$ cat config.mk
export PLATFORM = sky130hd
export DESIGN_NAME = run_detector_flat
export DESIGN_NICKNAME = d
export VERILOG_FILES = /design/src/rtl/run_detector_if.sv /design/src/rtl/run_detector.sv /design/src/flat_wrapper.sv
export SDC_FILE = /design/constraint.sdc
export NUM_CORES = 1
export LEC_CHECK = 0
export CORE_MARGIN = 8
export CORE_UTILIZATION = 31
export CTS_CLUSTER_DIAMETER = 200
export DETAILED_ROUTE_END_ITERATION = 12
export GPL_TIMING_DRIVEN = 1
export PLACE_DENSITY = 0.65
export SYNTH_ARGS = -nofsm -noshare
export SYNTH_HDL_FRONTEND = slang
export SYNTH_SLANG_ARGS = --single-unit
$ cat constraint.sdc
create_clock -name clk -period 2 [get_ports clk]
set_input_delay 0.4 -clock clk [delete_from_list [all_inputs] [get_ports clk]]
set_output_delay 0.4 -clock clk [all_outputs]
set_load 0.01 [all_outputs]
$ cat src/rtl/run_detector_if.sv
// Signal bundle for run_detector: sample/control inputs and the detection outputs.
// The master side drives samples; the slave side is the detector itself.
interface run_detector_if #(
    parameter int N  = 4,
    parameter int DW = 8
);
    localparam int CW = $clog2(N + 1);

    logic          en;
    logic          w;
    logic          mode;
    logic          clr_cnt;
    logic          z;
    logic          z0;
    logic          z1;
    logic [CW-1:0] run_len;
    logic [1:0]    stan;
    logic [DW-1:0] det_cnt;

    modport master (
        output en, w, mode, clr_cnt,
        input  z, z0, z1, run_len, stan, det_cnt
    );

    modport slave (
        input  en, w, mode, clr_cnt,
        output z, z0, z1, run_len, stan, det_cnt
    );
endinterface

$ cat src/rtl/run_detector.sv
// Detects N consecutive equal bits on a gated serial stream (level or pulse mode)
// and keeps a saturating count of detection events.
module run_detector #(
    parameter int N  = 4,
    parameter int DW = 8
) (
    input  logic            clk,
    input  logic            aclr,
    run_detector_if.slave   bus
);
    localparam int CW = $clog2(N + 1);

    localparam logic [CW-1:0] ONE   = CW'(1);
    localparam logic [CW-1:0] N_C   = CW'(N);
    localparam logic [CW-1:0] N_M1  = CW'(N - 1);
    localparam logic [DW-1:0] DET_MAX = {DW{1'b1}};

    typedef enum logic [1:0] {
        IDLE = 2'b00,
        RUN0 = 2'b01,
        RUN1 = 2'b10
    } state_t;

    state_t        state_q, state_d;
    logic [CW-1:0] cnt_q, cnt_d;
    logic [DW-1:0] det_cnt_q, det_cnt_d;
    logic          det_event;

    always_ff @(posedge clk or negedge aclr) begin
        if (!aclr) begin
            state_q   <= IDLE;
            cnt_q     <= '0;
            det_cnt_q <= '0;
        end else begin
            state_q   <= state_d;
            cnt_q     <= cnt_d;
            det_cnt_q <= det_cnt_d;
        end
    end

    always_comb begin
        state_d   = state_q;
        cnt_d     = cnt_q;
        det_event = 1'b0;
        if (bus.en) begin
            case (state_q)
                RUN0, RUN1: begin
                    if (bus.w != (state_q == RUN1)) begin
                        state_d = bus.w ? RUN1 : RUN0;
                        cnt_d   = ONE;
                    end else if (cnt_q < N_C) begin
                        cnt_d     = cnt_q + ONE;
                        det_event = (cnt_q == N_M1);
                    end else begin
                        // Full run: level mode holds at N, pulse mode starts a fresh group
                        cnt_d = bus.mode ? ONE : N_C;
                    end
                end
                default: begin
                    state_d = bus.w ? RUN1 : RUN0;
                    cnt_d   = ONE;
                end
            endcase
        end

        det_cnt_d = det_cnt_q;
        if (bus.clr_cnt) begin
            det_cnt_d = '0;
        end else if (det_event && (det_cnt_q != DET_MAX)) begin
            det_cnt_d = det_cnt_q + DW'(1);
        end
    end

    always_comb begin
        bus.z0      = (state_q == RUN0) && (cnt_q == N_C);
        bus.z1      = (state_q == RUN1) && (cnt_q == N_C);
        bus.z       = bus.z0 | bus.z1;
        bus.run_len = cnt_q;
        bus.stan    = state_q;
        bus.det_cnt = det_cnt_q;
    end
endmodule

$ cat src/flat_wrapper.sv
// flat-port wrapper written by rule: the top's interface ports become plain ports
module run_detector_flat 
#(
    parameter int N  = 4,
    parameter int DW = 8
)
  (clk, aclr, bus_en, bus_w, bus_mode, bus_clr_cnt, bus_z, bus_z0, bus_z1, bus_run_len, bus_stan, bus_det_cnt);
  run_detector_if #(.N(N), .DW(DW)) bus_i ();
  input  logic clk;
  input  logic aclr;
  input wire logic [$bits(bus_i.en)-1:0] bus_en;
  input wire logic [$bits(bus_i.w)-1:0] bus_w;
  input wire logic [$bits(bus_i.mode)-1:0] bus_mode;
  input wire logic [$bits(bus_i.clr_cnt)-1:0] bus_clr_cnt;
  output wire logic [$bits(bus_i.z)-1:0] bus_z;
  output wire logic [$bits(bus_i.z0)-1:0] bus_z0;
  output wire logic [$bits(bus_i.z1)-1:0] bus_z1;
  output wire logic [$bits(bus_i.run_len)-1:0] bus_run_len;
  output wire logic [$bits(bus_i.stan)-1:0] bus_stan;
  output wire logic [$bits(bus_i.det_cnt)-1:0] bus_det_cnt;
  assign bus_i.en = bus_en;
  assign bus_i.w = bus_w;
  assign bus_i.mode = bus_mode;
  assign bus_i.clr_cnt = bus_clr_cnt;
  assign bus_z = bus_i.z;
  assign bus_z0 = bus_i.z0;
  assign bus_z1 = bus_i.z1;
  assign bus_run_len = bus_i.run_len;
  assign bus_stan = bus_i.stan;
  assign bus_det_cnt = bus_i.det_cnt;
  run_detector #(.N(N), .DW(DW)) u_core (.clk(clk), .aclr(aclr), .bus(bus_i));
endmodule
==> run summary, run 1 <==
The final cycle utilization of the critical path is 0.992. By count the netlist is led by sky130_fd_sc_hd__dfrtp_1, sky130_fd_sc_hd__a21oi_1, sky130_fd_sc_hd__ha_1, sky130_fd_sc_hd__inv_1, sky130_fd_sc_hd__nand2_1. The logs give 0.112 for the met1 global-route usage and 0.322 for the initial core utilization. The library cell with the highest instance count after synthesis is sky130_fd_sc_hd__dfrtp_1. TritonCTS built the clock tree. Measured along the y axis, the die boundary spans 66.3 microns.

The cell sitting at the root of the clock tree is a sky130_fd_sc_hd__clkbuf_4. Summed over all layers, the routed wires come to 2.15 mm. The clock input transition at the sequential cells of the worst setup and hold paths was 90 ps; the final estimated routing congestion in global placement was 0.755. The total clock sinks came out at 13. In this run, distinct cell masters in the synthesized netlist total 31. Counting flops with a built-in enable in the synthesized netlist gives 0. Timing would allow up to 504 MHz.

In the synthesized netlist, the number of instances is 78. The run gives 0.142 as the met2 track utilization from global routing. The flow ran to the end, and the final reports show no timing, DRC or antenna violations.

The final number of max-transition violations is 0. Summed over all nets, the half-perimeter wirelength after detailed placement is 1.48 mm. Along the worst path, the maximum fanout reaches 2. The detailed router finished its first iteration with 46 violations.

Startpoint-to-endpoint class of the critical path: reg2out. Counting the buffers created by CTS gives 3. The area growth from synthesis to layout came out at 51.9%. In this run the core area contains 18 standard-cell rows.

The layout cell share with drive strength beyond 1 came out at 0.296. Sorting the synthesized cells by area gives the leading types as sky130_fd_sc_hd__dfrtp_1, sky130_fd_sc_hd__ha_1, sky130_fd_sc_hd__mux2_2. The Yosys warning count was 0; the fraction of the core area covered by cells at the end of the flow was 0.489. The worst slack at placement is -79.4 ps, and the final critical-path required period is 1980 ps.

The share of synthesized registers carrying an async set or reset is 1.00, and the arrival time at the worst endpoint is 1580 ps. Setup repair after global routing could not meet its margin everywhere. The endpoint identified for the worst register-to-register timing path is u_core.bus.det_cnt[6]. Setup slack on the worst reg-to-reg path comes out at 80 ps. In the synthesized netlist the dominant register cell turns out to be sky130_fd_sc_hd__dfrtp_1. The clock network latency to the later pin of the worst-skew pair was 290 ps; the number of synthesized register bits was 13. The run gives 22 as the count of boundary I/O pins.

In this run the remaining antenna-violating nets after routing total 0. The tools report the hold violation total from the final report as 0. Max-cap violations in this run came to 0.

Between clock sinks in the finished design, the worst skew comes to 5.65 ps. The logs give 509 sq um for the multi-input gate area in the final layout and 1600 ps for the data required time of the critical path. The transition at the pin with the smallest max-transition slack is 598 ps. The count of inserted antenna diode cells was 0. The total standard cell area after synthesis was 783 sq um; the number of nets in the final layout was 120. The fill cell instance count of the final layout was 236.

The first global-routing pass estimated 3.31 mm of wire. The first detailed-routing pass ran for 4 iterations. The biggest area contributor in the post-synthesis netlist is sky130_fd_sc_hd__dfrtp_1.

Using the TritonRoute via totals, the vias-per-cell ratio works out to 5.22. For this design the static power due to leakage is 0.498 nW. The logs give 1 for the total number of H-tree levels and 742 for the via count of the first global-routing pass. The net count after synthesis came out at 89.

From left edge to right edge, the die measures 66.3 microns. Setup violations remaining at the end of the flow were counted as 0. The sort of element at the start of the critical path was a register.

The tools report the element type at the critical path end as an output pin. The run gives 0.600 as the worst-case headroom to the max-slew limit. The worst register-to-register path begins at u_core.bus.stan[0].

The longest clock path from root to sink contains 2 buffers. Initial antenna violation count: 0. For this run, design rule violations remaining after detail routing come to 0. Dividing the synthesized area by the synthesized cell count gives 10.0 sq um. Across all setup checks in the final design, the least slack found is 15.7 ps. The die footprint is 4390 sq um.

The peak supply drop was 0.000474 V. After floorplanning, the core was sized to cover 2430 sq um. The mean routed wirelength per cell was 15.6 microns. The run gives 0.415 as the sequential fraction of the synthesis area. The peak-usage layer in the global routing report was met2.

Power spread over the standard cell area amounts to 784 nW/um^2. The proportion of netlist area held by the largest area contributor was 0.415; the number of buffers inserted by hold repair at cts was 0. Met3 track demand over resource: 0.0627.

The routed layout has 721 vias. Global-route congestion overflow total: 0. The global-route usage over all layers is 0.0952. Buffers placed on the I/O ports in this run total 21. The kind of path behind the tightest hold check was in2async. The tools report the pin count of the biggest net entering global routing as 14.

For the sequential cell area, the log shows 325 sq um. The worst register-to-register path has a depth of 6.
metal layers:
| layer | share of wire | wire, microns |
|---|---|---|
| met1 | 0.42 | 894 |
| met2 | 0.47 | 1000 |
| met3 | 0.10 | 222 |
| met4 | 0.014 | 30 |
| met5 | 0 | 0 |
where the power goes:
| part | switching [mW] | total [mW] | internal, mW |
|---|---|---|---|
| Combinational | 0.189 | 0.419 | 0.230 |
| Clock | 0.0991 | 0.177 | 0.0777 |
| Sequential | 0.0347 | 0.338 | 0.303 |
| Total | 0.323 | 0.933 | 0.611 |
critical path, stage by stage, from the launching register on:
cell	delay (ps)
sky130_fd_sc_hd__dfrtp_1	390
sky130_fd_sc_hd__buf_4	140
sky130_fd_sc_hd__ha_2	170
sky130_fd_sc_hd__and3_4	170
sky130_fd_sc_hd__or2_2	290
sky130_fd_sc_hd__buf_6	120
layout by cell type, fill, tap and decap left out, types with 2 or more instances in the layout:
cell | synthesis | routed
sky130_fd_sc_hd__clkdlybuf4s50_1 | 0 | 18
sky130_fd_sc_hd__dfrtp_1 | 13 | 13
sky130_fd_sc_hd__buf_4 | 0 | 7
sky130_fd_sc_hd__inv_1 | 5 | 5
sky130_fd_sc_hd__nand2_1 | 5 | 4
sky130_fd_sc_hd__o21ai_0 | 4 | 4
sky130_fd_sc_hd__a21oi_2 | 0 | 4
sky130_fd_sc_hd__ha_1 | 5 | 4
sky130_fd_sc_hd__nor2_1 | 3 | 3
sky130_fd_sc_hd__nand3_1 | 3 | 3
sky130_fd_sc_hd__or4_4 | 0 | 3
sky130_fd_sc_hd__o31ai_1 | 3 | 3
sky130_fd_sc_hd__clkbuf_4 | 0 | 3
sky130_fd_sc_hd__nor2b_1 | 2 | 2
sky130_fd_sc_hd__mux2_4 | 0 | 2
sky130_fd_sc_hd__a21oi_1 | 6 | 2
sky130_fd_sc_hd__nand3b_1 | 2 | 2
sky130_fd_sc_hd__buf_6 | 2 | 2
sky130_fd_sc_hd__dlygate4sd2_1 | 0 | 2
flip-flops by register name, summed over array words and instances (netlist names):
signal and count:
u_core.bus.run_len 3, u_core.bus.stan 2, u_core.bus.det_cnt 8
repair_timing:
action,CTS,global route
buffers inserted,0,1
endpoints found under the setup margin,7,8
resized for setup,7,20
pin swaps,0,6
metrics by stage:
stage,power [mW],TNS [ps],instances,hold slack (ps),area [sq um]
after floorplan,0.536,0,78,104,790
after global placement,0.718,-78.5,133,548,1060
after detailed placement,0.728,-297,133,557,1060
after CTS,0.908,0,137,519,1080
after global routing,1.01,-73.9,138,521,1190
final,0.933,0,138,478,1190
layout make-up:
cell class | count | share of cell area
timing repair buffer | 29 | 0.229
clock buffer | 4 | 0.0221
inverter | 5 | 0.0158
sequential | 13 | 0.273
tap | 30 | 0.0315
multi-input combinational | 57 | 0.428
how the worst max path moves through the flow:
stage	to	from	depth (start not counted)	slack (ps)
final	bus_z	u_core.bus.stan[0]	5	20
after global routing	bus_z	u_core.bus.stan[0]	5	-40
after CTS	u_core.bus.det_cnt[5]	u_core.bus.stan[0]	6	20
after detailed placement	u_core.bus.det_cnt[5]	bus_en	5	-80
after global placement	u_core.bus.det_cnt[7]	bus_en	5	-30
after floorplan	u_core.bus.det_cnt[7]	u_core.bus.stan[0]	7	20
cells by family (layout without fill, tap and decap cells):
group | count (synthesis) | in the layout | share of synthesized area
AO/OA/AOI/OAI | 17 | 17 | 0.134
XOR/XNOR | 1 | 1 | 0.0112
adder cells (fa/ha/maj) | 5 | 5 | 0.0799
buffers and inverters | 8 | 38 | 0.0575
flip-flops | 13 | 13 | 0.415
multiplexers | 4 | 4 | 0.0559
AND/OR/NAND/NOR | 30 | 30 | 0.246
(Power assumes the default switching activity.)
==> run 2, diff against run 1 <==
Settings changed: PLACE_DENSITY 0.65 to 0.63.
Clock period 2 ns to 2.3 ns, I/O delays scaled along.
==> run 2 against run 1 <==
Against the previous run:
- clock power shrank 25%
- setup slack gained 150 ps
- largest power group unchanged
- die area is the same
- via count shrank 6.2%
- sequential share of layout area grew 3.6 points
- total power shrank 21%
- worst hold slack gained 86 ps
- critical path depth is the same
- register-to-register slack gained 170 ps
- final area shrank 12%
==> run summary, run 2 (synthesis results as in run 1) <==
The hold violation total from the final report was 0 (unchanged); the pin count of the biggest net entering global routing was 14 (unchanged). The run gives 0.406 (+0.044) as the sequential share of power. The transition at the pin with the smallest max-transition slack was 583 ps (-15.1 ps).

The worst-case clock buffer depth came out at 2 (unchanged). The logs give 0 (unchanged) for the number of buffers inserted by hold repair at cts and 1840 ps (+240 ps) for the data required time of the critical path. The multi-input gate area in the final layout was 413 sq um (-19%). The run gives 261 (+11%) as the fill cell instance count of the final layout.

The total number of H-tree levels is 1 (unchanged), and the worst slack at placement is 67.8 ps (+147 ps). The share of total power in combinational logic is 0.413 (-0.035). The run gives 0 (unchanged) as the total DRC errors in the routed layout. The peak supply drop was 0.000434 V (-8.3%). The endpoint identified for the worst register-to-register timing path is u_core.bus.det_cnt[5].

The tightest min-delay check is of the in2async type. The max capacitance violation total was 0 (unchanged). The tools report the count of nets left with antenna violations after detail routing as 0 (unchanged). The switching share of total power is 0.329 (-0.0167).

The tools report the buffer type at the clock tree root as sky130_fd_sc_hd__clkbuf_4. The run gives 740 (-0.27%) as the via count of the first global-routing pass. For the clock group share of total power, the log shows 0.181 (-0.008). For the total of endpoints with negative setup slack in the final report, the log shows 0 (unchanged).

The critical path starts at u_core.bus.stan[0]. The total clock sinks is 13 (unchanged), and the final critical-path required period is 2130 ps. The worst-case headroom to the max-slew limit is 0.610 (+0.0101), and the mean routed wirelength per cell is 13.9 microns (-11%). Setup repair after global routing left no endpoint under its margin.

First-pass iteration count of the detailed router: 3 (-1). The run gives 0 (unchanged) as the final number of max-transition violations. The run finished with clean final reports. The reg-to-reg startpoint was u_core.bus.stan[0]. Kind of cell adding the most delay to the critical path: simple AND/OR/NAND/NOR gates. The tools report the critical path endpoint as bus_z.

The wire length after detailed routing came out at 1.85 mm (-14%). The count of inserted antenna diode cells is 0 (unchanged). The logs give 250 ps (+170 ps) for the slack of the worst reg-to-reg path and 0 (unchanged) for the global-route congestion overflow total. The number of cells on the critical path was 5 (unchanged); the clock network latency to the later pin of the worst-skew pair was 260 ps (-30 ps). The clock skew was 1.82 ps (-3.82 ps); the arrival time at the worst endpoint was 1670 ps (+90 ps). The global-route usage over all layers was 0.0914 (-0.00378); the core area was 2430 sq um (unchanged). The run gives 0.243 mW (-25%) as the net switching power. Die footprint: 4390 sq um (unchanged).

The layout cell share with drive strength beyond 1 is 0.117 (-0.180). The library cell contributing the largest single delay on the critical path is sky130_fd_sc_hd__dfrtp_1. The final estimated routing congestion in global placement is 0.818 (+8.4%), and the clock input transition at the sequential cells of the worst setup and hold paths is 70 ps (-20 ps).

The internal cell power was 0.495 mW (-19%). The non-filler instance count after layout was 133 (-3.6%); the largest incremental delay on the critical path was 380 ps (about the same). The library cell used most frequently in the layout, excluding fill and tap cells, is sky130_fd_sc_hd__clkdlybuf4s50_1. The peak fanout along the critical path works out to 3 (+1). The sequential cell area came out at 325 sq um (unchanged).

Derived from the worst setup path, the maximum achievable clock frequency is 469 MHz. X dimension of the die: 66.3 microns (unchanged). The tools report the global-route wire length before repair as 3.16 mm (-4.4%). The run gives 22 (unchanged) as the count of boundary I/O pins.

The worst setup path is captured at an output pin. The number of nets in the final layout was 115 (-4.2%). The depth of the worst register-to-register path was 6 (unchanged). The fraction of the core area covered by cells at the end of the flow was 0.433 (-0.0566); the area growth from synthesis to layout was 34.3%.

The number of buffer and inverter instances along the worst setup path was 2 (unchanged). For the total number of vias, the log shows 676 (-6.2%). Height of the die: 66.3 microns (unchanged). The logs give 0.322 (unchanged) for the initial core utilization and 3 (unchanged) for the clock buffer count from CTS.

The DRC marker count from the first detailed-route iteration was 22 (-52%). Final cycle utilization of the critical path: 0.927. The via density per instance is 5.08 (-2.7%). The total number of placement rows is 18 (unchanged).

The tools report the half-perimeter wire length of the detailed placement result as 1.42 mm (-4.0%). TritonCTS built the clock tree. Leaving out fill and tap cells, the most frequent cells in the layout are sky130_fd_sc_hd__clkdlybuf4s50_1, sky130_fd_sc_hd__dfrtp_1, sky130_fd_sc_hd__a21oi_1.

Total power density per cell area: 701 nW/um^2 (-11%). Startpoint-to-endpoint class of the critical path: reg2out. The run gives 168 ps (+152 ps) as the final worst-path setup slack. The static leakage power is 0.453 nW (-9.1%), and the initial antenna violation count is 0 (unchanged). STA classifies the critical path startpoint as a register.

The total instance count after detailed placement is 128 (-3.8%), and the number of port buffers is 21 (unchanged). The signal on the critical path passes through inv_1 > ha_1 > and3_1 > or2_2 > dlygate4sd2_1. The power after layout came out at 0.738 mW (-21%). Setup total negative slack: 0 ps (unchanged). The flip-flop count of the largest register after layout works out to 8 (unchanged).
## run 2: how the worst min path moves through the flow
| stage | startpoint | to | slack [ps] |
|---|---|---|---|
| finish | aclr | u_core.bus.det_cnt[6] | 560 |
| global placement | u_core.bus.det_cnt[6] | u_core.bus.det_cnt[6] | 570 |
| floorplan | aclr | u_core.bus.det_cnt[0] | 160 |
| detailed placement | u_core.bus.stan[1] | u_core.bus.stan[1] | 570 |
| CTS | aclr | u_core.bus.det_cnt[6] | 580 |
| global route | aclr | u_core.bus.det_cnt[6] | 600 |
## run 2: per-stage QoR
stage | area [sq um] | hold slack [ps]
after global routing | 1050 | 603
after detailed placement | 1020 | 568
after CTS | 1050 | 578
after global placement | 1020 | 568
final | 1050 | 563
after floorplan | 783 | 164
## run 2: power by group through the flow
stage               combinational [mW]  clock (mW)  sequential (mW)
finish                           0.305       0.133            0.300
detailed placement               0.294           0            0.307
global placement                 0.284           0            0.308
CTS                              0.311       0.142            0.301
global route                     0.345       0.150            0.306
floorplan                        0.149           0            0.317
## run 2: area by class of cell
cell class | count | area share
clock buffers | 4 | 0.0250
inverters | 5 | 0.0178
multi-input cells | 57 | 0.392
flip-flops and latches | 13 | 0.309
well taps | 30 | 0.0357
repair buffers | 24 | 0.220
## run 2: timing repair
action                                  CTS  global route
setup buffers                             1             0
endpoints found under the setup margin    1             0
resized for setup                         1             0
## run 2: routing by layer
layer / global-route usage / share of wire
met1: 0.0948 / 0.43
met2: 0.147 / 0.45
met3: 0.0525 / 0.12
met4: 0.0400 / 0.0054
met5: 0 / 0
